[src/rtl/servo_pwm_decoder.sv]
// Four-channel servo pulse-width decoder: measures each channel's high time with
// counters and turns it into an 8-bit duty code, flagging channels that go quiet.
module servo_pwm_decoder #(
  parameter int MIN_TICKS      = 50000,
  parameter int STEP_TICKS     = 196,
  parameter int MAX_HIGH_TICKS = 125000,
  parameter int TIMEOUT_TICKS  = 1250000
) (
  input  logic       clock,
  input  logic       reset,
  input  logic [3:0] PWMIn,
  input  logic [1:0] channelselect,
  output logic [7:0] duty,
  output logic [3:0] newdata,
  output logic [3:0] lost
);

  localparam int NCH = 4;
  localparam logic [16:0] W_MIN     = 17'(MIN_TICKS);
  localparam logic [16:0] W_MAX     = 17'(MAX_HIGH_TICKS);
  localparam logic [7:0]  STEP_LAST = 8'(STEP_TICKS - 1);
  localparam logic [20:0] TMO_MAX   = 21'(TIMEOUT_TICKS);

  typedef enum logic [1:0] {
    IDLE  = 2'd0,
    HIGH  = 2'd1,
    STUCK = 2'd2
  } state_t;

  function automatic logic [16:0] width_sat_inc(input logic [16:0] v);
    return (v == '1) ? v : v + 17'd1;
  endfunction

  function automatic logic [7:0] code_sat_inc(input logic [7:0] v);
    return (v == 8'hFF) ? v : v + 8'd1;
  endfunction

  function automatic logic [20:0] tmo_sat_inc(input logic [20:0] v);
    return (v >= TMO_MAX) ? TMO_MAX : v + 21'd1;
  endfunction

  logic        v1, v2;
  logic [3:0]  s1, s2, h, armed;
  logic [3:0]  rise, fall, start, latch;
  state_t      state     [NCH];
  state_t      state_nxt [NCH];
  logic [16:0] wcnt      [NCH];
  logic [16:0] wcnt_inc  [NCH];
  logic [7:0]  step      [NCH];
  logic [7:0]  acc       [NCH];
  logic [7:0]  duty_q    [NCH];
  logic [20:0] tmo       [NCH];

  // A channel only measures once its synchronized pin has been seen low after
  // reset, so a pin already high at release is not mistaken for a rising edge.
  assign rise = s2 & ~h & armed;
  assign fall = ~s2 & h;
  assign duty = duty_q[channelselect];

  always_comb begin
    start = '0;
    latch = '0;
    for (int i = 0; i < NCH; i++) begin
      state_nxt[i] = state[i];
      wcnt_inc[i]  = width_sat_inc(wcnt[i]);
      case (state[i])
        IDLE: begin
          if (rise[i]) begin
            start[i]     = 1'b1;
            state_nxt[i] = HIGH;
          end
        end
        HIGH: begin
          if (fall[i]) begin
            latch[i]     = (wcnt[i] <= W_MAX);
            state_nxt[i] = IDLE;
          end else if (s2[i] && (wcnt_inc[i] > W_MAX)) begin
            state_nxt[i] = STUCK;
          end
        end
        STUCK: begin
          if (fall[i]) state_nxt[i] = IDLE;
        end
        default: state_nxt[i] = IDLE;
      endcase
    end
  end

  always_ff @(posedge clock or posedge reset) begin
    if (reset) begin
      v1      <= 1'b0;
      v2      <= 1'b0;
      s1      <= '0;
      s2      <= '0;
      h       <= '0;
      armed   <= '0;
      newdata <= '0;
      lost    <= '1;
      for (int i = 0; i < NCH; i++) begin
        state[i]  <= IDLE;
        wcnt[i]   <= '0;
        step[i]   <= '0;
        acc[i]    <= '0;
        duty_q[i] <= '0;
        tmo[i]    <= '0;
      end
    end else begin
      // synchronizer / edge-history stage
      v1      <= 1'b1;
      v2      <= v1;
      s1      <= PWMIn;
      s2      <= s1;
      h       <= s2;
      armed   <= armed | ({NCH{v2}} & ~s2);
      newdata <= latch;
      // measurement stage: the rise cycle counts as the first high clock
      for (int i = 0; i < NCH; i++) begin
        state[i] <= state_nxt[i];
        if (start[i]) begin
          wcnt[i] <= 17'd1;
          step[i] <= '0;
          acc[i]  <= '0;
        end else if ((state[i] == HIGH) && s2[i]) begin
          wcnt[i] <= wcnt_inc[i];
          if (wcnt[i] >= W_MIN) begin
            if (step[i] == STEP_LAST) begin
              step[i] <= '0;
              acc[i]  <= code_sat_inc(acc[i]);
            end else begin
              step[i] <= step[i] + 8'd1;
            end
          end
        end
        if (latch[i]) begin
          duty_q[i] <= acc[i];
          tmo[i]    <= '0;
          lost[i]   <= 1'b0;
        end else begin
          tmo[i] <= tmo_sat_inc(tmo[i]);
          if (tmo_sat_inc(tmo[i]) == TMO_MAX) lost[i] <= 1'b1;
        end
      end
    end
  end

endmodule

[config.mk]
export PLATFORM = sky130hd
export DESIGN_NAME = servo_pwm_decoder
export DESIGN_NICKNAME = d
export VERILOG_FILES = /design/src/rtl/servo_pwm_decoder.sv
export SDC_FILE = /design/constraint.sdc
export NUM_CORES = 1
export LEC_CHECK = 0
export BUFFER_PORTS_ARGS = -buffer_cell sky130_fd_sc_hd__buf_4
export CAP_MARGIN = 10
export CORE_UTILIZATION = 40
export CTS_BUF_LIST = sky130_fd_sc_hd__clkbuf_8 sky130_fd_sc_hd__clkbuf_16
export CTS_CLUSTER_DIAMETER = 30
export DETAILED_ROUTE_END_ITERATION = 10
export GPL_TIMING_DRIVEN = 1
export HOLD_SLACK_MARGIN = 0.12
export MAX_ROUTING_LAYER = met4
export PLACE_DENSITY = 0.57
export SYNTH_ARGS = -nofsm -noshare
export SYNTH_HDL_FRONTEND = slang
export SYNTH_SLANG_ARGS = --single-unit
[constraint.sdc]
create_clock -name clock -period 14.5 [get_ports clock]
set_input_delay 2.175 -clock clock [delete_from_list [all_inputs] [get_ports clock]]
set_output_delay 2.175 -clock clock [all_outputs]
set_load 0.005 [all_outputs]
After elaboration in Yosys (flattened, before gate mapping)
Index checks and enable logic that the tools add are counted.
Word-level totals
  bits in registers: 282
  output and inout bits: 16
  word-level logic and storage cells: 259
  bits of input ports: 8
Operators by class
  bitwise gates (word level): 8
  reductions and logical operators: 40
  $add $sub $neg: 16
  $lt $le $gt $ge: 17
  eq/ne operators: 40
  multiplexer cells: 103
Operator list (number)
  two-way mux 8 bit: 38
  two-way mux 17 bit: 12
  two-way mux 21 bit: 8
  adder 21 x 1 -> 21 bit, second input constant: 4
  == test 21 bit, second input constant: 4
  >= comparator 21 bit, second input constant: 4
  adder 17 x 1 -> 17 bit, second input constant: 4
  == test 17 bit, second input constant: 4
  >= comparator 17 x 16 -> 1 bit, second input constant: 4
  > comparator 17 bit, second input constant: 4
  less-or-equal comparator 17 bit, second input constant: 4
  adder 8 x 1 -> 8 bit, second input constant: 8
  == test 8 bit, second input constant: 8
  two-way mux 2 bit: 16
  nonzero test 2 bit: 16
  two-way mux 1 bit: 24
  inequality test 2 bit, second input constant: 12
  one-hot mux 2 bit (3 select lines): 4
  bitwise AND 4 bit: 4
  binary-select mux 8 bit (select 2 bit): 1
  AND reduction 4 bit: 4
  inequality test 3 bit, second input constant: 4
  AND reduction 3 bit: 4
  == test 2 x 1 -> 1 bit, second input constant: 4
  other kinds (8): 25

Depth between registers and ports, before layout
  depth after elaboration: 7
  gate-level depth with buffers: 11
  gate-level depth less buffers: 10

Least setup slack after synthesis
No wires, ideal clock.
  kind: input -> output
  from: input port channelselect[0]
  to: output port duty[0]
  setup slack: 9.163 ns
  data required time: 12.325 ns
  arrival time: 3.162 ns
  stages on the path: 2
  buffers on the path: 1
  cell sequence: clkbuf_1 > mux4_2
On the way
  longest elaborated chain between the ends: 4
RTL lines
  from (decl): RTL line 12  | input logic [1:0] channelselect,
  NOT 2 -> 3 bit (implied by the code): RTL line 58  | assign duty = duty_q[channelselect];
  binary-select mux 8 bit (select 2 bit): RTL line 58
  two-way mux 8 bit (implied by the code) (2 in a row): RTL line 58
  to (decl): RTL line 13  | output logic [7:0] duty,
Every way passes these cells. The select of a mux whose other input is x is not followed.

Worst setup path after layout
  from: input port channelselect[0]
  to: output port duty[4]
Same word-level chain as after synthesis.

==> summary.txt <==
Critical path
  – Data required, critical path: 12.32 ns
  – Crit Path Max Fanout: 8
  – Critical Path AT: 3.14 ns
  – Crit-path slowest cell: mux4_2
  – Worst setup SP type: input pin
  – Worst Path Buf+Inv: 2
  – Kind of cell adding the most delay to the critical path: multiplexers
  – CP Cell Sequence: buf_4 -> mux4_2 -> buf_4
  – Endpoint class of the critical path: output port
  – CP Class: input pin to output port
  – Slowest cell delay on critical path: 0.59 ns
  – Most frequent cell on the critical path: buf_4

CTS
  – Cts hold-fix bufs: 0
  – CTS Sinks: 282
  – Worst skew pair latency: 0.59 ns
  – H-Tree Depth: 3
  – Cts bufs inserted: 78
  – PostCTS Resize Cnt: 0
  – Clk slew on worst S/H paths: about 0.040 ns
  – CTS Root Buffer Type: clkbuf_16
  – TritonCTS clock tree: built
  – Maximum clock path buffer count: 3
  – Setup Fix Bufs, Post-CTS: 0

Synthesis
  – Post-Synthesis Cells: approximately 1,800
  – Register area share after synthesis: 0.431
  – Yosys warns: 0
  – Ys flop type: dfrtp_1
  – Synth area leaders: dfrtp_1, nand2_1, nor2_1
  – Cell Area, Synth: 16,400 um^2
  – FFs w/ async S/R, synth: 1.00
  – Yosys top cell by area: dfrtp_1
  – Synth cell types: 99
  – Syn Nets: 1,840
  – Avg Synthesized Cell Area: 9.07 um^2
  – Yosys top cell area share: 0.424
  – Register bit total from synthesis: ~280
  – Post-synth EDFFs: 0

Global route
  – First-pass GRT wire length: around 66,000 um
  – Antenna violations before repair: 0
  – Grt ovf: 0
  – GRT Overall Usage: 0.198
  – Largest net degree at the start of global routing: approximately 180
  – Number of global-route vias before repair: 12,900

Die
  – Core area: 40,100 um^2
  – Ports: 24
  – Initial core utilization: 0.409
  – Die Width: a little over 200 um
  – Die height: 204 um
  – Number of cell rows: 73
  – Full die area: 41,800 um^2

Routing
  – Initial DRC Count: 800
  – DR vias: approximately 14,000
  – Met3 wire len: ~1900 um
  – Per-cell routed wire length: 16.1 um
  – Detailed-router iteration count before antenna repair: 5
  – Vias per cell: 5.66
  – Final WL: 38,900 um
  – M1 wire length: around 19,000 um
  – Drt drc: 0
  – Post-DRT Antenna Nets: 0
  – Detail Route met2 WL: about 17,000 um
  – Top layer in use: met4

Timing
  – Final critical-path share of the clock period: 0.367
  – Final hold vios: 0
  – Worst slew pin tran: between 1 and 1.5 ns
  – Setup_tns: 0 ns
  – RSZ-0062 raised after global routing: no
  – # setup viols final: 0
  – Slew Viols, Final: 0
  – Slew margin rel.: 0.313
  – Tmin final: 5.32 ns
  – Skew final: ~0.034 ns
  – Final worst slack: 9.18 ns
  – Fmax: 188 MHz

Final layout
  – Layout net count: 1,859
  – Area growth from synthesis to layout: 20.0%
  – Proportion of layout cells with a drive suffix above 1: 0.135
  – Ant diodes: 0
  – Non-Filler Instances: about 2,400

Job
  – Max Cap Viol: 0

Power and ir drop
  – VDD IR max: ~0.083 mV
  – P_leak: 8.40 nW
  – Power per cell area: between 150 and 200 nW/um^2

Outcome
  – Status: complete, no violations

Place
  – Placed Instances: 2,272
  – IO buf count: 23
  – Place WS: 9.18 ns
  – Final HPWL DP: 25,400 um
  – GP Congestion: 0.846

Hold path
  – Hold Path Class: register to register
==> placed cells by master (no fill, tap or decap), types with 20 or more instances in the layout <==
cell	synthesis	layout
dfrtp_1	278	278
nand2_1	192	192
nor2_1	147	147
a21oi_1	107	107
o21ai_0	106	106
nand3_1	100	100
clkbuf_16	0	80
nand4_1	56	56
inv_1	50	55
xnor2_1	55	55
xor2_1	52	52
nor3_1	49	49
and3_1	41	41
o31ai_1	33	33
buf_4	3	32
a31oi_1	30	29
ha_1	24	24
and2_1	22	22
o21ai_1	20	20
==> path summary, 6_finish.rpt <==
path,from,to,slack [ns],cells past startpoint
worst max-delay path,channelselect[0],duty[4],9.18,3
worst min-delay path,s1[0],s2[0],0.34,0
worst max register to register,wcnt[51],state[7],11.45,8
worst min register to register,s1[0],s2[0],0.34,0
max in group asynchronous,reset,acc[16],11.32,3
min in group asynchronous,reset,newdata[3],1.73,2
==> cells in the mapped netlist (24+ instances only) <==
master	n
xnor2_1	55
nor3_1	49
clkbuf_1	44
buf_2	44
dfrtp_1	278
inv_1	50
a31oi_1	30
a21oi_1	107
and3_1	41
xor2_1	52
o21ai_0	106
nand4_1	56
o31ai_1	33
nand2_1	192
ha_1	24
nor2_1	147
nand3_1	100
==> metrics by stage <==
stage | util | hold slack, ns | cell area, um^2 | power, mW
2_1_floorplan | - | 0.331 | 16400 | 1.28
3_3_place_gp | 0.422 | 0.336 | 16900 | 1.36
3_5_place_dp | 0.422 | 0.336 | 16900 | 1.38
4_1_cts | 0.491 | 0.345 | 19700 | 3.18
5_1_grt | 0.491 | 0.353 | 19700 | 3.30
6_report | 0.491 | 0.344 | 19700 | 3.15
==> metal layers <==
metal / vias to the layer above / GRT usage
met5: - / -
met3: 89 / 0.0440
li1: 6684 / -
met1: 6608 / 0.273
met2: 295 / 0.284
met4: 0 / 0.0744
==> worst reg2reg max path, cell delays in order, from the launching register on <==
cell and delay [ns]:
dfrtp_1 0.43, ha_1 0.34, and4_1 0.53, nand4_1 0.27, and4_1 0.30, or3_1 0.32
a211oi_1 0.30, a21oi_1 0.18, a31o_1 0.26
==> flip-flops by register name (all words and copies together), names as in the netlist, 8 cells and up <==
register / cells
state: 8
wcnt: 68
duty_q: 32
step: 32
tmo: 84
acc: 32
==> area by class of cell <==
| class | instances | area [um^2] |
|---|---|---|
| Fill cell | 3680 | 20400 |
| Timing Repair Buffer | 33 | 260 |
| Sequential cell | 282 | 7060 |
| Clock buffer | 94 | 2190 |
| Tap cell | 525 | 657 |
| Inverter | 53 | 206 |
| Multi-Input combinational cell | 1379 | 8720 |
| Clock inverter | 49 | 577 |
==> cells by family after synthesis <==
logic type	synth area share
mux	0.0327
other cells	0.000229
buf+inv	0.0382
compound gates	0.173
flops	0.431
fa+ha+maj	0.0183
xor+xnor	0.0571
simple gates	0.249
==> power by group <==
group | internal [mW] | switching [mW]
Combinational | 0.148 | 0.215
Clock | 1.26 | 0.515
Sequential | 0.879 | 0.125
(Power assumes the default switching activity.)
